File: src/rtl/link_pkg.sv
// Shared types and constants for the 4-bit nibble link transmit side.
package link_pkg;

  localparam int unsigned LINK_NIBBLE_W = 4;
  localparam int unsigned LINK_N_REQ    = 4;

  typedef enum logic [1:0] {
    IDLE    = 2'd0,
    SEND    = 2'd1,
    RELEASE = 2'd2,
    GAP     = 2'd3
  } link_state_t;

endpackage

File: src/rtl/rr_arbiter.sv
// Combinational round-robin pick: first set request searching upward from ptr+1 (mod N).
module rr_arbiter #(
  parameter int unsigned N = 4
) (
  input  logic [N-1:0]         i_req,
  input  logic [$clog2(N)-1:0] i_ptr,
  output logic [$clog2(N)-1:0] o_grant_c,
  output logic                 o_any_c
);

  localparam int unsigned IDX_W = $clog2(N);

  int unsigned w_idx;

  always_comb begin
    o_grant_c = '0;
    o_any_c   = 1'b0;
    w_idx     = 0;
    // k runs 1..N so the previous winner is considered last
    for (int unsigned k = 1; k <= N; k++) begin
      w_idx = (32'(i_ptr) + k) % N;
      if (!o_any_c && i_req[IDX_W'(w_idx)]) begin
        o_any_c   = 1'b1;
        o_grant_c = IDX_W'(w_idx);
      end
    end
  end

endmodule

File: src/rtl/link_tx_arbiter.sv
// Round-robin transmit controller for the valid/ack nibble link: one full
// handshake per beat, enforced idle gap, and timeout recovery in SEND/RELEASE.
module link_tx_arbiter
  import link_pkg::*;
#(
  parameter int unsigned N_REQ       = LINK_N_REQ,
  parameter int unsigned NIBBLE_W    = LINK_NIBBLE_W,
  parameter int unsigned TIMEOUT_CYC = 255,
  parameter int unsigned GAP_CYC     = 1
) (
  input  logic                        clk,
  input  logic                        reset_n,
  input  logic [N_REQ-1:0]            req_valid,
  input  logic [N_REQ*NIBBLE_W-1:0]   req_data,
  output logic [N_REQ-1:0]            req_ready,
  output logic [NIBBLE_W-1:0]         link_data,
  output logic                        link_valid,
  input  logic                        link_ack,
  output logic [$clog2(N_REQ)-1:0]    grant_id,
  output logic                        busy,
  output logic                        timeout_err
);

  localparam int unsigned IDX_W   = $clog2(N_REQ);
  localparam int unsigned MAX_CYC = (TIMEOUT_CYC > GAP_CYC) ? TIMEOUT_CYC : GAP_CYC;
  localparam int unsigned CNT_W   = $clog2(MAX_CYC + 1);

  link_state_t         r_state,   w_state_nxt;
  logic [CNT_W-1:0]    r_cnt,     w_cnt_nxt;
  logic [IDX_W-1:0]    r_ptr,     w_ptr_nxt;
  logic [IDX_W-1:0]    r_grant,   w_grant_nxt;
  logic [NIBBLE_W-1:0] r_data,    w_data_nxt;
  logic                r_valid,   w_valid_nxt;
  logic [N_REQ-1:0]    r_ready,   w_ready_nxt;
  logic                r_busy,    w_busy_nxt;
  logic                r_terr,    w_terr_nxt;

  logic [IDX_W-1:0]    w_pick;
  logic                w_any;
  logic [CNT_W-1:0]    w_cnt_inc;

  rr_arbiter #(.N(N_REQ)) u_rr (
    .i_req     (req_valid),
    .i_ptr     (r_ptr),
    .o_grant_c (w_pick),
    .o_any_c   (w_any)
  );

  assign w_cnt_inc = (r_cnt == CNT_W'(MAX_CYC)) ? r_cnt : r_cnt + CNT_W'(1);

  // Next-state and next-output logic; every state entry clears the counter
  always_comb begin
    w_state_nxt = r_state;
    w_cnt_nxt   = w_cnt_inc;
    w_ptr_nxt   = r_ptr;
    w_grant_nxt = r_grant;
    w_data_nxt  = r_data;
    w_valid_nxt = r_valid;
    w_ready_nxt = '0;
    w_terr_nxt  = 1'b0;

    unique case (r_state)
      IDLE: begin
        w_cnt_nxt = '0;
        if (w_any) begin
          w_data_nxt  = req_data[w_pick*NIBBLE_W +: NIBBLE_W];
          w_valid_nxt = 1'b1;
          w_ready_nxt = N_REQ'(1) << w_pick;
          w_grant_nxt = w_pick;
          w_ptr_nxt   = w_pick;
          w_state_nxt = SEND;
        end
      end
      SEND: begin
        if (link_ack) begin
          w_valid_nxt = 1'b0;
          w_cnt_nxt   = '0;
          w_state_nxt = RELEASE;
        end else if (r_cnt >= CNT_W'(TIMEOUT_CYC - 1)) begin
          w_valid_nxt = 1'b0;
          w_terr_nxt  = 1'b1;
          w_cnt_nxt   = '0;
          w_state_nxt = GAP;
        end
      end
      RELEASE: begin
        if (!link_ack) begin
          w_cnt_nxt   = '0;
          w_state_nxt = GAP;
        end else if (r_cnt >= CNT_W'(TIMEOUT_CYC - 1)) begin
          w_terr_nxt  = 1'b1;
          w_cnt_nxt   = '0;
          w_state_nxt = GAP;
        end
      end
      GAP: begin
        if (r_cnt >= CNT_W'(GAP_CYC - 1)) begin
          w_cnt_nxt   = '0;
          w_state_nxt = IDLE;
        end
      end
      default: begin
        w_cnt_nxt   = '0;
        w_valid_nxt = 1'b0;
        w_state_nxt = IDLE;
      end
    endcase

    w_busy_nxt = (w_state_nxt != IDLE);
  end

  always_ff @(posedge clk or negedge reset_n) begin
    if (!reset_n) begin
      r_state <= IDLE;
      r_cnt   <= '0;
      r_ptr   <= IDX_W'(N_REQ - 1);
      r_grant <= '0;
      r_data  <= '0;
      r_valid <= 1'b0;
      r_ready <= '0;
      r_busy  <= 1'b0;
      r_terr  <= 1'b0;
    end else begin
      r_state <= w_state_nxt;
      r_cnt   <= w_cnt_nxt;
      r_ptr   <= w_ptr_nxt;
      r_grant <= w_grant_nxt;
      r_data  <= w_data_nxt;
      r_valid <= w_valid_nxt;
      r_ready <= w_ready_nxt;
      r_busy  <= w_busy_nxt;
      r_terr  <= w_terr_nxt;
    end
  end

  assign req_ready   = r_ready;
  assign link_data   = r_data;
  assign link_valid  = r_valid;
  assign grant_id    = r_grant;
  assign busy        = r_busy;
  assign timeout_err = r_terr;

endmodule

File: config.mk
export PLATFORM = sky130hd
export DESIGN_NAME = link_tx_arbiter
export DESIGN_NICKNAME = d
export VERILOG_FILES = /design/src/rtl/link_pkg.sv /design/src/rtl/rr_arbiter.sv /design/src/rtl/link_tx_arbiter.sv
export SDC_FILE = /design/constraint.sdc
export NUM_CORES = 1
export LEC_CHECK = 0
export BUFFER_PORTS_ARGS = -buffer_cell sky130_fd_sc_hd__buf_4
export CAP_MARGIN = 0
export CORE_AREA = 4 4 53 60
export CTS_CLUSTER_SIZE = 16
export DETAILED_ROUTE_END_ITERATION = 8
export DIE_AREA = 0 0 57 64
export HOLD_SLACK_MARGIN = 0.03
export PLACE_DENSITY = 0.77
export SLEW_MARGIN = 20
export SYNTH_ARGS = -nofsm -noshare
export SYNTH_HDL_FRONTEND = slang
export SYNTH_HIERARCHICAL = 1
export SYNTH_SLANG_ARGS = --single-unit
File: constraint.sdc
create_clock -name clk -period 4.8 [get_ports clk]
set_input_delay 0.96 -clock clk [delete_from_list [all_inputs] [get_ports clk]]
set_output_delay 0.96 -clock clk [all_outputs]
set_load 0.005 [all_outputs]
---- Word-level counts from Yosys, hierarchy flattened ----
Cells that the tools add are included.
Widths: inputs -> output; s select.
operators by class
  $add $sub $neg .......................... 5
  magnitude comparators ................... 6
  equal/unequal tests ..................... 6
  shifts and indexed selects .............. 2
  muxes and demuxes ....................... 38
  reductions and logical operators ........ 11
operators by type and width
  kind                 count
  $mux 8               5
  $pmux 8 s4           1
  $mux 2               9
  $shiftx 16x5->4      1
  $mux 1               14
  $lt 2x3->1 const B   4
  $add 8x1->8 const B  1
  $bmux 1 s2           4
  $eq 8x8->1 const B   1
  $ge 8x1->1 const B   1
  $ge 8x8->1 const B   1
  $mux 4               2
  $pmux 2 s4           1
  $add 2x1->2 const B  2
  $add 2x2->2 const B  2
  $eq 2x2->1 const B   2
  $pmux 1 s2           2
  $reduce_bool 2->1    2
  $shl 1x2->4 const A  1
  $logic_and 1x1->1    3
  $logic_not 1->1      3
  $ne 3x3->1 const B   1
  $reduce_and 3->1     1
  $eq 2x1->1 const B   1
  3 further kinds      3
word-level totals
  register bits ........................... 25
  input bits .............................. 23
  output and inout port bits .............. 13
  word-level logic and storage cells ...... 77

---- Depth between registers and ports, before layout ----
Gate-level depths: netlist of run 1.
  depth in word-level cells ............... 16
  mapped depth ............................ 7
  mapped depth without buffers ............ 6

---- Modules after synthesis ----
Netlist of run 1, hierarchy kept.
modules (own cells, without submodules)
  module           times used  cells each  area an instance (sq um)  seq. area each (sq um)
  link_tx_arbiter  1           113         1273.7                    628.1
  rr_arbiter       1           14          91.3                      0.0

---- Worst setup path before layout of run 1 ----
OpenSTA, ideal clock, no wires.
  path type ............................... input to register
  start point ............................. input req_valid[2]
  end point ............................... register r_data[1] (netlist: link_data[1])
  library setup time ...................... 125 ps
  arrival time ............................ 2243 ps
  data required time ...................... 4675 ps
  path slack .............................. 2432 ps
  cell stages on the path ................. 6
  path buffers ............................ 1
  cells stage by stage .................... and2b_1 a21oi_2 o221ai_2 buf_6 mux4_2 mux2_2
between the ends
  word-level cells in the longest chain between the ends .. 13
  elaborated cells between the ends (all ways) .. 24
  classes of those cells .................. shift (1); mux (16); reduce/logical (7)
RTL lines
  element                       line                    RTL
  from (decl)                   link_tx_arbiter.sv:13   input logic [N_REQ-1:0] req_valid,
  $bmux 1 s2                    rr_arbiter.sv:22        if (!o_any_c && i_req[IDX_W'(w_idx)]) begin
  $mux 1 (implied by the code)  rr_arbiter.sv:22
  $mux 1                        rr_arbiter.sv:22
  $logic_not 1->1               rr_arbiter.sv:22
  $logic_and 1x1->1             rr_arbiter.sv:22
  $mux 1                        rr_arbiter.sv:22
  $logic_not 1->1               rr_arbiter.sv:22
  $logic_and 1x1->1             rr_arbiter.sv:22
  $mux 1                        rr_arbiter.sv:22
  $logic_not 1->1               rr_arbiter.sv:22
  $logic_and 1x1->1             rr_arbiter.sv:22
  $mux 2 (*)                    rr_arbiter.sv:22
  net w_pick[0]                 link_tx_arbiter.sv:38   logic [IDX_W-1:0] w_pick;
  $shiftx 16x5->4 (*)           link_tx_arbiter.sv:66   w_data_nxt = req_data[w_pick*NIBBLE_W +: NIBBLE_W];
  to (signal assigned)          link_tx_arbiter.sv:128  r_data <= w_data_nxt;
  to (decl)                     link_tx_arbiter.sv:32   logic [NIBBLE_W-1:0] r_data, w_data_nxt;
Mark *: on every way through the listed nets, which the timed path passes. The rest lies on a longest branch. The select of a mux whose other input is x is not followed.
A chain may end at the register's enable or synchronous reset.

---- Worst setup path after layout of run 1 ----
  start point ............................. input req_valid[2]
  end point ............................... register r_data[0] (netlist: link_data[0])
The elaborated chain is that of the path after synthesis.

==> results.toml, run 1 <==
[run_status]
status = "complete, no violations"

[global_routing]
track_usage_pct = 16.1
overflow = 0
grt_pass1_vias = 1119
grt_pass1_wl_um = 4760
grt_util_met3_pct = 2.63
grt_start_max_net_pins = 26
antenna_found_initial = 0
met2_usage_pct = 30.6
grt_most_used_layer = "met2"
use_met1_pct = 18.4

[sta]
setup_tns_ns = 0
worstMarginPinSlew_ns = 0.649
setup_viol = 0
hold_viol_final = 0
rsz0062_at_grt = "no"
drv_slew = 0
skew_ns = 0.0120
fin_crit_ns = 2.41
worst_slack_ns = 2.39
min_period_over_period_pct = 50.2
slew_headroom_pct = 56.7
fmax_ghz = 0.415
hold-worst-slack_ns = 0.494

[drt]
wl_um = 2750
ant_nets = 0
wire_per_inst_um = 14.1
viasPerCell = 5.53
vias = 1078
drcViolationCount = 0
first_iter_violations = 27
dr.pass1.iters = 4

[die]
design.core.area_sq_mm = 0.00265
fp.dieH_um = 64
num_rows = 20
num_io_pins = 36
die_w_um = 57
initial_core_util_pct = 51.5
dieArea_sq_mm = 0.00365

[layout]
fin_nets = 191
layout-drive-gt1-share_pct = 34.6
finish.cell_count_without_fillers = 195
diodes = 0
area_delta_synth_final_pct = 22.6
fillers = 228

[worst_setup_path]
critPathKind = "input pin to flop"
crit_required_ns = 5.02
cp_top_family = "multiplexers"
crit_fanout = 7
critPathSlowestCell = "mux4_2"
endpoint_kind = "flop"
path_buf_inv = 1
crit_path_max_incr_delay_ns = 0.56
crit_path_start_kind = "input pin"
crit_path_cell_trace = "buf_4, and2b_1, a21oi_2, o221ai_2, mux4_2, mux2_2"
arrival_ns = 2.63

[clocking]
path_clk_slew_ns = 0.15
root_buffer = "clkbuf_4"
clock_sinks = 25
cts_hold_buf = 0
clkLatencyLatePin_ns = 0.32
cts_max_level = 1
tritoncts = "yes"
cts_buffers = 3
cts_max_path_buffers = 2
cts_resized = 0
postCtsSetupBuffers = 0

[synthesis]
synth_top_cell_area_share_pct = 42.2
syn-instance-count = 127
yosysTopAreaCell = "dfrtp_1"
synth-seq-cells = 25
ys_warn_count = 6
synthesis.nets = 155
synthesis.area_sq_mm = 0.00137
synth_area_leaders = "dfrtp_1 42%, mux4_2 6.6%, ha_1 4.6%"
synth_area_per_cell_sq_um = 10.7
ys_seq_area_share_pct = 46.0
netlist-cell-type-count = 42

[placed_design]
pre_cts_slack_ns = 2.02
portBuffers = 35
gp_congestion = 0.771
placedCellCount = 191
dp_hpwl_um = 2130

[power_and_ir_drop]
leakage_nw = 0.787
power_density_mw_per_mm2 = 487
ir_worst_vdd_uv = 293

[run]
max_cap_violations = 0

[min_path]
hold_class = "flop to flop"
## logic make-up after synthesis
family                   after synthesis  synth area share [%]
AND/OR/NAND/NOR                       46                  17.2
AO/OA/AOI/OAI                         27                  14.8
flip-flops                            25                  46.0
buffers and inverters                 10                  3.48
multiplexers                          10                  11.4
adder cells (fa/ha/maj)                5                  4.58
XOR/XNOR                               4                  2.57
## where the power goes
part           switching [mW]  internal [mW]
logic                   0.185          0.199
registers              0.0502          0.284
clock network          0.0640         0.0318
total                   0.299          0.515
## through the flow
stage / util (%) / cell area [sq um] / total power, mW
final: 63.1 / 1670 / 0.815
after global routing: 63.1 / 1670 / 0.875
after CTS: 63.1 / 1670 / 0.827
after detailed placement: 62.0 / 1640 / 0.727
after global placement: 62.0 / 1640 / 0.705
after floorplan: - / 1370 / 0.594
## final timing paths
| path | startpoint | endpoint | slack [ns] | cells past startpoint |
|---|---|---|---|---|
| worst max-delay path | req_valid[2] | link_data[0] | 2.39 | 6 |
| worst min-delay path | grant_id[1] | grant_id[1] | 0.49 | 1 |
| worst max register to register | r_ptr[1] | link_data[0] | 2.64 | 5 |
| worst min register to register | grant_id[1] | grant_id[1] | 0.49 | 1 |
| max in group asynchronous | reset_n | r_ptr[0] | 3.99 | 1 |
| min in group asynchronous | reset_n | r_cnt[0] | 0.51 | 1 |
## sequential cells by signal (all words and copies together), names as in the netlist
name / count
busy: 1
grant_id: 2
link_data: 4
link_valid: 1
r_cnt: 8
r_ptr: 2
r_state: 2
req_ready: 4
timeout_err: 1
## layout make-up
| cell class | instances | area [sq um] | share of cell area, % |
|---|---|---|---|
| timing repair buffer | 35 | 263 | 15.7 |
| sequential | 25 | 628 | 37.5 |
| inverter | 6 | 22.5 | 1.35 |
| clock inverter | 1 | 7.51 | 0.448 |
| multi-input combinational | 92 | 689 | 41.2 |
| tap | 33 | 41.3 | 2.47 |
| clock buffer | 3 | 22.5 | 1.35 |
## layout by cell type (no fill, tap or decap), types with 2 or more instances in the layout
cell type and n:
a31oi_1 2, nand2_1 12, clkbuf_4 3, dfstp_2 2
nor2_1 14, buf_4 35, dfrtp_1 23, xor2_1 2
o211ai_1 2, a21o_1 3, mux2i_1 2, ha_1 5
nand3_1 2, inv_1 6, a21oi_1 5, mux2_2 4
xnor2_1 2, o21ai_0 5, nor2b_1 2, nor3_1 4
nand2b_1 3, mux4_2 4
## cells in the mapped netlist, drive strengths merged
master / number
dfstp: 2
ha: 5
o221ai: 1
o31ai: 1
nand3: 2
a22oi: 1
mux2i: 2
and4: 1
a31oi: 2
o211a: 1
a211o: 1
nand2: 12
nand4: 2
o211ai: 2
o21a: 1
inv: 6
or2: 1
xnor2: 2
nor3: 5
a21oi: 6
and2: 1
o21ai: 6
a21o: 3
a211oi: 2
nand3b: 1
mux2: 4
and2b: 1
mux4: 4
xor2: 2
nor2: 14
nor2b: 2
buf: 3
dfrtp: 23
clkbuf: 1
nand2b: 3
or3: 1
## metal layers
metal  routed length, um  up-vias
li1                    -      519
met5                   0        -
met2                1500       34
met3                 152        4
met4                  13        0
met1                1080      521
## worst reg2reg max path, stage by stage (launching register included)
cell,delay (ns)
dfstp_2,0.61
nand2b_1,0.14
a21oi_2,0.06
o221ai_2,0.43
mux4_2,0.56
mux2_2,0.27
No activity file was read; power rests on OpenSTA's default activity.
==> run 2, diff against run 1 <==
--- a/config.mk
+++ b/config.mk
@@ -7,12 +7,12 @@
 export LEC_CHECK = 0
 export BUFFER_PORTS_ARGS = -buffer_cell sky130_fd_sc_hd__buf_4
 export CAP_MARGIN = 0
-export CORE_AREA = 4 4 53 60
+export CORE_AREA = 4 4 55 62
 export CTS_CLUSTER_SIZE = 16
 export DETAILED_ROUTE_END_ITERATION = 8
-export DIE_AREA = 0 0 57 64
+export DIE_AREA = 0 0 59 66
 export HOLD_SLACK_MARGIN = 0.03
-export PLACE_DENSITY = 0.77
+export PLACE_DENSITY = 0.72
 export SLEW_MARGIN = 20
 export SYNTH_ARGS = -nofsm -noshare
 export SYNTH_HDL_FRONTEND = slang
==> constraint.sdc (replaced) <==
create_clock -name clk -period 2.4 [get_ports clk]
set_input_delay 0.48 -clock clk [delete_from_list [all_inputs] [get_ports clk]]
set_output_delay 0.48 -clock clk [all_outputs]
set_load 0.005 [all_outputs]
==> run 2 against run 1 <==
Net effect: die area is 6.7% higher; via count up 0.28%; register-to-register slack got worse by 2.3 ns; core utilization fell by 1.7 points; final cell count rose by 1.0%; flip-flop and latch count stayed put; critical path type is now flop to flop; hold slack worse by 0.45 ns; clock power increased by 97%; sequential share of layout area down 0.33 points.
==> results.toml, run 2 (synthesis results as in run 1) <==
[run_status]
status = "complete, no violations"

[drt]
viasPerCell = 5.49
drcViolationCount = 0
vias = 1081
wl_um = 2810
wire_per_inst_um = 14.3
first_iter_violations = 28
ant_nets = 0
dr.pass1.iters = 4

[die]
design.core.area_sq_mm = 0.00275
initial_core_util_pct = 49.6
die_w_um = 59
fp.dieH_um = 66
num_rows = 20
dieArea_sq_mm = 0.00389
num_io_pins = 36

[worst_setup_path]
path_buf_inv = 0
arrival_ns = 2.32
crit_path_max_incr_delay_ns = 0.61
reg2reg_depth = 5
crit_path_start_kind = "flop"
r2r_start = "r_ptr[1]"
cp_top_family = "multiplexers"
rr_endpoint = "link_data[3]"
crit_path_cell_trace = "nand2b_1, a21oi_2, o221ai_2, mux4_2, mux2_2"
crit_fanout = 7
endpoint_kind = "flop"
reg2reg_slack_ns = 0.30
crit_required_ns = 2.62
critPathSlowestCell = "dfstp_2"
critPathKind = "flop to flop"

[layout]
fillers = 238
diodes = 0
area_delta_synth_final_pct = 23.7
fin_nets = 193
layout.cells.most_common = "buf_4"
largest_reg_flops = 8
mostFrequentLayoutCells = "37 x buf_4, 23 x dfrtp_1, 14 x nor2_1"
layout-drive-gt1-share_pct = 35.4
final_core_util_pct = 61.4
largest_register = "r_cnt"

[sta]
hold_viol_final = 0
skew_ns = 0.00331
drv_slew = 0
fmax_ghz = 0.476
setup_tns_ns = 0
setup_viol = 0
rsz0062_at_grt = "no"
worstMarginPinSlew_ns = 0.442
slew_headroom_pct = 70.6
min_period_over_period_pct = 87.6
fin_crit_ns = 2.10

[global_routing]
antenna_found_initial = 0
grt_pass1_wl_um = 4810
grt_start_max_net_pins = 26
track_usage_pct = 16.0
overflow = 0
grt_pass1_vias = 1139

[run]
max_cap_violations = 0

[placed_design]
portBuffers = 35
gp_congestion = 0.875
dp_hpwl_um = 2220

[clocking]
cts_buffers = 3
cts_hold_buf = 0
cts_max_path_buffers = 2
root_buffer = "clkbuf_4"
path_clk_slew_ns = 0.14
tritoncts = "yes"
clock_sinks = 25
cts_resized = 0
postCtsSetupBuffers = 0
cts_max_level = 1
clkLatencyLatePin_ns = 0.31

[power_and_ir_drop]
ir_worst_vdd_uv = 680
power_density_mw_per_mm2 = 973
leakage_nw = 0.796

[min_path]
hold_class = "input pin to async pin"
-- run 2: cell count changes in the layout (fill, tap and decap cells not counted) --
cell | before | now
buf_4 | 35 | 37
-- run 2: metrics by stage --
step	instances	power [mW]	hold slack [ns]	instance area [sq um]	setup WS, ns
after floorplan	127	1.19	0.184	1370	0.500
after global placement	193	1.44	0.401	1660	0.222
after detailed placement	193	1.47	0.403	1660	0.179
after CTS	197	1.66	0.0358	1690	0.276
after global routing	197	1.78	0.0329	1690	0.176
final	197	1.64	0.0401	1690	0.298
-- run 2: layout make-up --
| type | instances | area (sq um) | area share [%] |
|---|---|---|---|
| multi-input combinational | 92 | 689 | 40.8 |
| sequential | 25 | 628 | 37.2 |
| timing repair buffer | 37 | 278 | 16.4 |
| tap | 33 | 41.3 | 2.44 |
| clock buffer | 3 | 22.5 | 1.33 |
| inverter | 6 | 22.5 | 1.33 |
| clock inverter | 1 | 7.51 | 0.444 |
-- run 2: report_power, final --
| part | switching [mW] | internal (mW) |
|---|---|---|
| clock | 0.126 | 0.0635 |
| combinational | 0.372 | 0.414 |
| sequential | 0.0992 | 0.568 |
| total | 0.597 | 1.05 |
-- run 2: how the worst max path moves through the flow --
stage	startpoint	end	slack, ns	depth (start not counted)
floorplan	r_ptr[1]	link_data[1]	0.50	6
global route	r_ptr[1]	link_data[2]	0.18	5
global placement	req_valid[2]	link_data[0]	0.22	6
finish	r_ptr[1]	link_data[3]	0.30	5
CTS	r_ptr[1]	link_data[3]	0.28	5
detailed placement	req_valid[2]	link_data[3]	0.18	6
-- run 2: metal layers --
layer	global-route usage, %	share of wire, %	wire length, um	up-vias
met4	7.08	1.4	38	0
met5	0	0	0	-
met2	29.1	54	1510	16
met1	18.0	41	1150	535
met3	2.15	3.7	104	4
li1	-	-	-	526
==> run 3, diff against run 2 <==
--- a/config.mk
+++ b/config.mk
@@ -7,14 +7,13 @@
 export LEC_CHECK = 0
 export BUFFER_PORTS_ARGS = -buffer_cell sky130_fd_sc_hd__buf_4
 export CAP_MARGIN = 0
-export CORE_AREA = 4 4 55 62
+export CORE_AREA = 4 4 54 61
 export CTS_CLUSTER_SIZE = 16
 export DETAILED_ROUTE_END_ITERATION = 8
-export DIE_AREA = 0 0 59 66
+export DIE_AREA = 0 0 58 65
 export HOLD_SLACK_MARGIN = 0.03
 export PLACE_DENSITY = 0.72
 export SLEW_MARGIN = 20
 export SYNTH_ARGS = -nofsm -noshare
 export SYNTH_HDL_FRONTEND = slang
-export SYNTH_HIERARCHICAL = 1
 export SYNTH_SLANG_ARGS = --single-unit
==> constraint.sdc (replaced) <==
create_clock -name clk -period 2.4 [get_ports clk]
set_input_delay 0.24 -clock clk [delete_from_list [all_inputs] [get_ports clk]]
set_output_delay 0.24 -clock clk [all_outputs]
set_load 0.005 [all_outputs]
==> run 3 against run 2 <==
Net effect: count of clock-buffer cells in the layout grew 1; combinational power is 2.8% lower; final cell count is 3.0% higher; synthesized area decreased by 3.0%; fmax is 10% higher; final area is 1.7% lower; setup slack improved by 0.20 ns; clock power is essentially flat; critical path depth unchanged; register-to-register slack better by 0.20 ns; sequential power about the same.
==> results.toml, run 3 <==
[synthesis]
synthesis.area_sq_mm = 0.00132
synthArstFlopShare_pct = 100
synth_area_per_cell_sq_um = 10.1
synth.top_cells.by_count = "23 x dfrtp_1, 16 x nor2_1, 14 x nand2_1"
synth_most_common_cell = "dfrtp_1"
ys_warn_count = 0
synthFlopType = "dfrtp_1"
syn-instance-count = 131
ys_seq_area_share_pct = 47.4
synth_top_cell_area_share_pct = 43.5
synth_edf_count = 0
synth-seq-cells = 25
synthesis.nets = 159
synth_area_leaders = "dfrtp_1 43%, mux2i_1 6.0%, ha_1 4.7%"
netlist-cell-type-count = 36
yosysTopAreaCell = "dfrtp_1"

[drt]
wire_per_inst_um = 14.2
ant_nets = 0
viasPerCell = 5.35
vias = 1087
drcViolationCount = 0
wl_um = 2880
first_iter_violations = 58
dr.pass1.iters = 6

[layout]
fin_nets = 199
layout.cells.most_common = "buf_4"
diodes = 0
mostFrequentLayoutCells = "35 x buf_4, 23 x dfrtp_1, 16 x nor2_1"
area_delta_synth_final_pct = 25.4
largest_register = "r_cnt"
fillers = 245
layout-drive-gt1-share_pct = 28.2
largest_reg_flops = 8

[clocking]
path_clk_slew_ns = 0.14
cts_max_level = 1
tritoncts = "yes"
root_buffer = "clkbuf_4"
clock_sinks = 25
clkLatencyLatePin_ns = 0.32
cts_max_path_buffers = 2
cts_resized = 0
cts_buffers = 3

[sta]
fin_crit_ns = 1.90
hold-worst-slack_ns = 0.234
worstMarginPinSlew_ns = 0.579
rsz0062_at_grt = "no"
setup_viol = 0
fmax_ghz = 0.526
drv_slew = 0
setup_tns_ns = 0
min_period_over_period_pct = 79.3
skew_ns = 0.00810
slew_headroom_pct = 61.4
hold_viol_final = 0

[die]
initial_core_util_pct = 49.0
die_w_um = 58
dieArea_sq_mm = 0.00377
num_rows = 20
design.core.area_sq_mm = 0.00270
fp.dieH_um = 65
num_io_pins = 36

[global_routing]
overflow = 0
grt_pass1_wl_um = 4910
antenna_found_initial = 0
track_usage_pct = 16.7
grt_pass1_vias = 1103
grt_start_max_net_pins = 26

[worst_setup_path]
critPathKind = "flop to flop"
crit_path_max_incr_delay_ns = 0.58
path_buf_inv = 0
crit_path_start_kind = "flop"
crit_fanout = 8
endpoint_kind = "flop"
crit_path_cell_trace = "nand2b_2, o21ai_2, a221oi_4, mux2i_1, o221ai_2"
cp_top_family = "compound AO/OA/AOI/OAI gates"
crit_required_ns = 2.61
critPathSlowestCell = "dfstp_2"
arrival_ns = 2.11

[placed_design]
dp_hpwl_um = 2280
gp_congestion = 0.792
portBuffers = 35

[run_status]
status = "complete, no violations"

[min_path]
hold_class = "input pin to flop"

[power_and_ir_drop]
power_density_mw_per_mm2 = 974
leakage_nw = 0.787
ir_worst_vdd_uv = 576
power.total_mw = 1.62

[run]
max_cap_violations = 0
[run 3: changes by cell type in the layout (fill, tap and decap cells not counted), sizes merged, moves of 3 or more]
| cell | delta |
|---|---|
| mux2 | -4 |
| o221ai | +3 |
| nand2b | +4 |
| nand3 | +3 |
| mux2i | +6 |
| mux4 | -4 |
| nor3 | -3 |
| and3 | +3 |
[run 3: final timing paths]
path	from	to	slack [ns]	cells past startpoint
min in group asynchronous	reset_n	r_cnt[5]	0.34	2
worst max-delay path	r_ptr[0]	link_data[2]	0.50	5
max in group asynchronous	reset_n	r_ptr[1]	1.76	2
worst min register to register	link_data[3]	link_data[3]	0.52	2
worst max register to register	r_ptr[0]	link_data[2]	0.50	5
worst min-delay path	req_data[13]	link_data[1]	0.23	3
[run 3: kinds of logic after synthesis]
family          Yosys count  synth area share [%]
simple gates             55                  19.9
buf+inv                   5                  1.42
fa+ha+maj                 5                  4.73
compound gates           29                  17.8
flops                    25                  47.4
mux                       8                  6.05
xor+xnor                  4                  2.65
[run 3: per-layer routing]
metal	global-route usage, %	up-vias	share of wire, %
met5	0	-	0
met4	7.83	0	2.0
met3	2.79	8	4.4
met2	28.2	22	53
met1	20.4	511	40
li1	-	546	-
[run 3: tightest hold or removal path, delay by kind of cell]
| family | cells | cell delay, ns |
|---|---|---|
| compound gates | 1 | 0.15 |
| buf+inv | 1 | 0.07 |
| mux | 1 | 0.06 |
[run 3: repair_timing]
action,4_1_cts,5_1_grt
setup buffers,0,0
hold buffers,1,0
hold endpoints to repair,23,0
[run 3: cell type report]
cell class | count | area (sq um) | share of cell area, %
Sequential cell | 25 | 628 | 37.8
Tap cell | 33 | 41.3 | 2.49
Timing Repair Buffer | 36 | 273 | 16.4
Multi-Input combinational cell | 101 | 677 | 40.8
Inverter | 4 | 15.0 | 0.904
Clock buffer | 4 | 26.3 | 1.58
[run 3: report_power, final]
part	total, mW	switching (mW)	internal (mW)
Combinational	0.764	0.390	0.375
Sequential	0.664	0.0930	0.571
Clock	0.188	0.124	0.0650
[run 3: stage by stage]
step / setup WS, ns / utilization (%) / cells / cell area [sq um]
2_1_floorplan: 0.663 / - / 131 / 1320
3_3_place_gp: 0.571 / 60.1 / 198 / 1620
3_5_place_dp: 0.505 / 60.1 / 198 / 1620
4_1_cts: 0.486 / 61.4 / 203 / 1660
5_1_grt: 0.310 / 61.4 / 203 / 1660
6_report: 0.498 / 61.4 / 203 / 1660
